$ cat src/rtl/multicycle_seq.sv
// multicycle_seq: phase sequencer for the multi-cycle core.
// Walks FETCH/DECODE/EXECUTE/[MEMACCESS]/WRITEBACK, handshaking IM/DM wait states via *_ready,
// and registers ALU result/overflow, load data and a retired-instruction count.
// Optional feature: define MULTICYCLE_SEQ_BUS_TIMEOUT_EN to bound memory waits to TIMEOUT cycles
// and raise a sticky bus_error on expiry.
module multicycle_seq #(
    parameter int unsigned DATA_W    = 32,
    parameter int unsigned IM_ADDR_W = 10,
    parameter int unsigned DM_ADDR_W = 12,
    parameter int unsigned CNT_W     = 16,
    parameter int unsigned TIMEOUT   = 15
) (
    input  logic                 clk,
    input  logic                 rst,
    input  logic                 start,
    input  logic [IM_ADDR_W-1:0] pc_in,
    output logic                 IM_enable,
    output logic                 IM_read,
    output logic [IM_ADDR_W-1:0] IM_address,
    input  logic                 IM_ready,
    input  logic [DATA_W-1:0]    IM_data,
    output logic [DATA_W-1:0]    instruction,
    input  logic                 need_mem,
    input  logic                 mem_write,
    input  logic [DATA_W-1:0]    alu_result,
    input  logic                 alu_ovf_in,
    input  logic [DATA_W-1:0]    store_data,
    output logic                 DM_enable,
    output logic                 DM_read,
    output logic                 DM_write,
    output logic [DM_ADDR_W-1:0] DM_address,
    output logic [DATA_W-1:0]    DM_in,
    input  logic [DATA_W-1:0]    DM_out,
    input  logic                 DM_ready,
    output logic [DATA_W-1:0]    load_data,
    output logic [DATA_W-1:0]    alu_result_q,
    output logic                 alu_overflow,
    output logic                 enable_decode,
    output logic                 enable_execute,
    output logic                 enable_writeback,
    output logic                 busy,
    output logic [CNT_W-1:0]     instret,
    output logic                 bus_error
);

    typedef enum logic [2:0] {
        StIdle,
        StFetch,
        StDecode,
        StExecute,
        StMemaccess,
        StWriteback
    } state_e;

    state_e state_q, state_d;
    logic   wr_flag_q, wr_flag_d;
    logic   timeout;

`ifdef MULTICYCLE_SEQ_BUS_TIMEOUT_EN
    // Counter only needs to reach TIMEOUT-1; the TIMEOUT-th idle cycle is the expiry itself.
    localparam int unsigned WaitW = (TIMEOUT > 1) ? $clog2(TIMEOUT) : 1;

    logic [WaitW-1:0] wait_cnt_q;
    logic             bus_error_q;
    logic             req_wait;

    // A request cycle without ready; expiry when the wait budget is used up.
    always_comb begin
        req_wait = ((state_q == StFetch) && !IM_ready) ||
                   ((state_q == StMemaccess) && !DM_ready);
        timeout  = req_wait && (wait_cnt_q == WaitW'(TIMEOUT - 1));
    end

    // Wait counter (cleared on every state change) and sticky error flag.
    always_ff @(posedge clk or negedge rst) begin
        if (!rst) begin
            wait_cnt_q  <= '0;
            bus_error_q <= 1'b0;
        end else begin
            if (state_d != state_q) begin
                wait_cnt_q <= '0;
            end else if (req_wait) begin
                wait_cnt_q <= wait_cnt_q + WaitW'(1);
            end
            if (timeout) begin
                bus_error_q <= 1'b1;
            end
        end
    end

    assign bus_error = bus_error_q;
`else
    assign timeout   = 1'b0;
    assign bus_error = 1'b0;
`endif

    // Next-state decode; the store/load flag is captured from mem_write in EXECUTE.
    always_comb begin
        state_d   = state_q;
        wr_flag_d = wr_flag_q;
        unique case (state_q)
            StIdle: begin
                if (start && !bus_error) state_d = StFetch;
            end
            StFetch: begin
                if (IM_ready)     state_d = StDecode;
                else if (timeout) state_d = StIdle;
            end
            StDecode: begin
                state_d = StExecute;
            end
            StExecute: begin
                wr_flag_d = mem_write;
                state_d   = need_mem ? StMemaccess : StWriteback;
            end
            StMemaccess: begin
                if (DM_ready)     state_d = StWriteback;
                else if (timeout) state_d = StIdle;
            end
            StWriteback: begin
                state_d = start ? StFetch : StIdle;
            end
            default: begin
                state_d = StIdle;
            end
        endcase
    end

    // State register plus registered strobes (decoded from next state) and datapath latches.
    always_ff @(posedge clk or negedge rst) begin
        if (!rst) begin
            state_q          <= StIdle;
            wr_flag_q        <= 1'b0;
            IM_enable        <= 1'b0;
            IM_read          <= 1'b0;
            IM_address       <= '0;
            instruction      <= '0;
            DM_enable        <= 1'b0;
            DM_read          <= 1'b0;
            DM_write         <= 1'b0;
            DM_address       <= '0;
            DM_in            <= '0;
            load_data        <= '0;
            alu_result_q     <= '0;
            alu_overflow     <= 1'b0;
            enable_decode    <= 1'b0;
            enable_execute   <= 1'b0;
            enable_writeback <= 1'b0;
            busy             <= 1'b0;
            instret          <= '0;
        end else begin
            state_q          <= state_d;
            wr_flag_q        <= wr_flag_d;
            IM_enable        <= (state_d == StFetch);
            IM_read          <= (state_d == StFetch);
            DM_enable        <= (state_d == StMemaccess);
            DM_read          <= (state_d == StMemaccess) && !wr_flag_d;
            DM_write         <= (state_d == StMemaccess) && wr_flag_d;
            enable_decode    <= (state_d == StDecode);
            enable_execute   <= (state_d == StExecute);
            enable_writeback <= (state_d == StWriteback);
            busy             <= (state_d != StIdle);

            // Fetch address is frozen for the whole request.
            if ((state_d == StFetch) && (state_q != StFetch)) begin
                IM_address <= pc_in;
            end
            if ((state_q == StFetch) && IM_ready) begin
                instruction <= IM_data;
            end
            if (state_q == StExecute) begin
                alu_result_q <= alu_result;
                alu_overflow <= alu_ovf_in;
                DM_address   <= alu_result[DM_ADDR_W-1:0];
                DM_in        <= store_data;
            end
            if ((state_q == StMemaccess) && DM_ready && !wr_flag_q) begin
                load_data <= DM_out;
            end
            if (state_q == StWriteback) begin
                instret <= instret + CNT_W'(1);
            end
        end
    end

endmodule

$ cat config.mk
export PLATFORM = sky130hd
export DESIGN_NAME = multicycle_seq
export DESIGN_NICKNAME = d
export VERILOG_FILES = /design/src/rtl/multicycle_seq.sv
export SDC_FILE = /design/constraint.sdc
export NUM_CORES = 1
export LEC_CHECK = 0
export ABC_AREA = 1
export BUFFER_PORTS_ARGS = -buffer_cell sky130_fd_sc_hd__clkbuf_2
export CAP_MARGIN = 0
export CELL_PAD_IN_SITES_DETAIL_PLACEMENT = 2
export CELL_PAD_IN_SITES_GLOBAL_PLACEMENT = 2
export CORE_MARGIN = 3
export CORE_UTILIZATION = 29
export CTS_BUF_LIST = sky130_fd_sc_hd__clkbuf_4 sky130_fd_sc_hd__clkbuf_8 sky130_fd_sc_hd__clkbuf_16
export DETAILED_ROUTE_END_ITERATION = 12
export PLACE_DENSITY_LB_ADDON = 0.1
export SYNTH_ARGS = -nofsm -noshare
export SYNTH_HDL_FRONTEND = slang
export SYNTH_SLANG_ARGS = --single-unit
$ cat constraint.sdc
create_clock -name clk -period 3.05 [get_ports clk]
set_input_delay 0.305 -clock clk [delete_from_list [all_inputs] [get_ports clk]]
set_output_delay 0.305 -clock clk [all_outputs]
set_load 0.1 [all_outputs]
==> impl_metrics.env <==
export IMPL_dr_max_layer_used="met4"
export IMPL_synth_common_cells="235 x nand2_1, 167 x dfrtp_1, 45 x mux2_2"
export IMPL_cp_arrival_ns=2.32
export IMPL_io_buffers=321
export IMPL_syn_nets=791
export IMPL_clockRootBuffer="clkbuf_16"
export IMPL_slew_headroom_pct=40.22
export IMPL_fin_hold_ws_ns=0.08100
export IMPL_setup_worst_path_class="register to register"
export IMPL_antennaDiodeCount=0
export IMPL_vias=5604
export IMPL_yosysTopAreaCell="dfrtp_1"
export IMPL_synth_avg_cell_area_sq_um=10.48
export IMPL_grt_max_degree=69
export IMPL_synth_edf_count=0
export IMPL_synth_cell_types=24
export IMPL_grt_setup_unrepaired="no"
export IMPL_vias_per_cell=4.378
export IMPL_synthArstFlopShare_pct=100.0
export IMPL_dieWidth_um=158.6
export IMPL_grt_overflow_total=0
export IMPL_grt_pass1_vias=5951
export IMPL_final_layout_size_suffix_gt1_share_pct=44.16
export IMPL_fin_crit_ns=2.024
export IMPL_nNetsFinal=1101
export IMPL_antenna_left=0
export IMPL_cp_start_kind="register"
export IMPL_drc=0
export IMPL_ys_warn_count=0
export IMPL_cp_data_required_time_ns=3.34
export IMPL_worst_pin_slew_ns=0.8968
export IMPL_start_util_pct=29.63
export IMPL_clock_skew_ns=0.01420
export IMPL_slew_viol_final=0
export IMPL_coreArea_sq_um=22780
export IMPL_h_tree_depth=4
export IMPL_antenna_found_initial=0
export IMPL_critPathMaxFanout=62
export IMPL_first_pass_iters=4
export IMPL_wl_met1_um=8480
export IMPL_path_clk_slew_ns=0.07
export IMPL_fin_setup_tns_ns=0
export IMPL_gp_congestion=0.7266
export IMPL_yosysMostFrequentCell="nand2_1"
export IMPL_setup_violations=0
export IMPL_hpwl_um=16050
export IMPL_cts_buffers=17
export IMPL_synth_cells=644
export IMPL_hold_viol_final=0
export IMPL_synthTopCellsByArea="dfrtp_1 62%, nand2_1 13%, mux2_2 7.5%"
export IMPL_synth_top_cell_area_share_pct=61.92
export IMPL_maxCapViolations=0
export IMPL_fmax_mhz=494.0
export IMPL_postSynthRegisterBits=167
export IMPL_critPathCaptureType="register"
export IMPL_seq_area_frac_synth_pct=61.92
export IMPL_die_area_sq_um=25140
export IMPL_cts_sinks=167
export IMPL_rows=55
export IMPL_wl_per_cell_um=16.63
export IMPL_outcome="finished, final reports clean"
export IMPL_postCtsSetupRepairBufs=0
export IMPL_cts_resized=0
export IMPL_period_share_pct=66.37
export IMPL_routed_wl_um=21290
export IMPL_route_met3_wl_um=1493
export IMPL_grt_util_all_layers_pct=16.59
export IMPL_ys_flop_type="dfrtp_1"
export IMPL_chipHeight_um=158.6
export IMPL_clock_latency_ns=0.42
export IMPL_dr_first_iter_drc_count=159
export IMPL_clock_path_buffers=2
export IMPL_pin_count=323
export IMPL_syn_cell_area_sq_um=6749
export IMPL_cts_tree="done"
export IMPL_met2_length_um=11050
export IMPL_grt_pass1_wl_um=32460
export IMPL_syn2layout_area_growth_pct=36.02
export IMPL_hp_class="input pin to register"
-- critical path, cell delays in order (launching register included) --
cell     delay, ns
dfrtp_1       0.42
inv_2         0.11
nor2_2        0.06
nand2_4       0.66
buf_4         0.33
mux2_4        0.31
-- flip-flops by register name (all words and copies together) (netlist names), 3 cells and up --
name,count
load_data,32
alu_result_q,21
instret,16
state_q,3
IM_address,10
DM_in,32
DM_address,11
instruction,32
-- metal layers --
layer,vias up,track usage (%)
met1,2779,19.76
met3,19,5.328
li1,2657,-
met4,0,4.752
met5,-,0
met2,149,28.78
-- per-stage QoR --
step | utilization (%) | instances | setup slack (ns) | area, sq um
final | 40.30 | 1280 | 1.026 | 9180
after global placement | 37.74 | 1247 | 1.035 | 8597
after CTS | 40.30 | 1280 | 0.9799 | 9180
after floorplan | - | 644 | 1.050 | 6749
after global routing | 40.30 | 1280 | 0.7318 | 9180
after detailed placement | 37.74 | 1247 | 0.9885 | 8597
-- layout by cell type (no fill, tap or decap), types with 17 or more instances in the layout --
master and count:
clkbuf_16 17, clkbuf_2 320, dfrtp_1 167, inv_1 24
mux2_2 45, nand2_1 234, nand3_1 22, nor2_1 24
o21ai_0 40
-- path summary, 6_finish.rpt --
kind	cells past startpoint	end	slack, ns	from
max in group asynchronous	3	load_data[8]	1.91	rst
min in group asynchronous	2	DM_address[4]	0.33	rst
setup / recovery	5	DM_in[25]	1.03	state_q[1]
hold reg to reg	2	instruction[0]	0.47	instruction[0]
hold / removal	3	load_data[15]	0.08	DM_out[15]
setup reg to reg	5	DM_in[25]	1.03	state_q[1]
-- cells by family (layout without fill, tap and decap cells) --
family,Yosys count,after routing,synth area share (%)
xor+xnor,7,7,0.9084
buf+inv,67,390,5.117
mux,65,65,11.40
simple gates,295,295,17.37
fa+ha+maj,1,1,0.1854
flops,167,167,61.92
other cells,1,1,0.05556
compound gates,41,41,3.040
-- repair_timing --
action	4_1_cts	5_1_grt
endpoints found under the hold margin	28	0
endpoints found under the setup margin	0	0
hold buffers	1	0
-- final cells by class --
type / instances / area (sq um)
clock inverter: 12 / 118.9
timing repair buffer: 331 / 1703
sequential: 167 / 4179
fill: 2590 / 13600
clock buffer: 20 / 454.2
tap: 313 / 391.6
multi-input combinational: 410 / 2232
inverter: 27 / 101.3
Power is not shown: default switching activity piles up to over one toggle a cycle in this logic, so the estimate is an artifact.
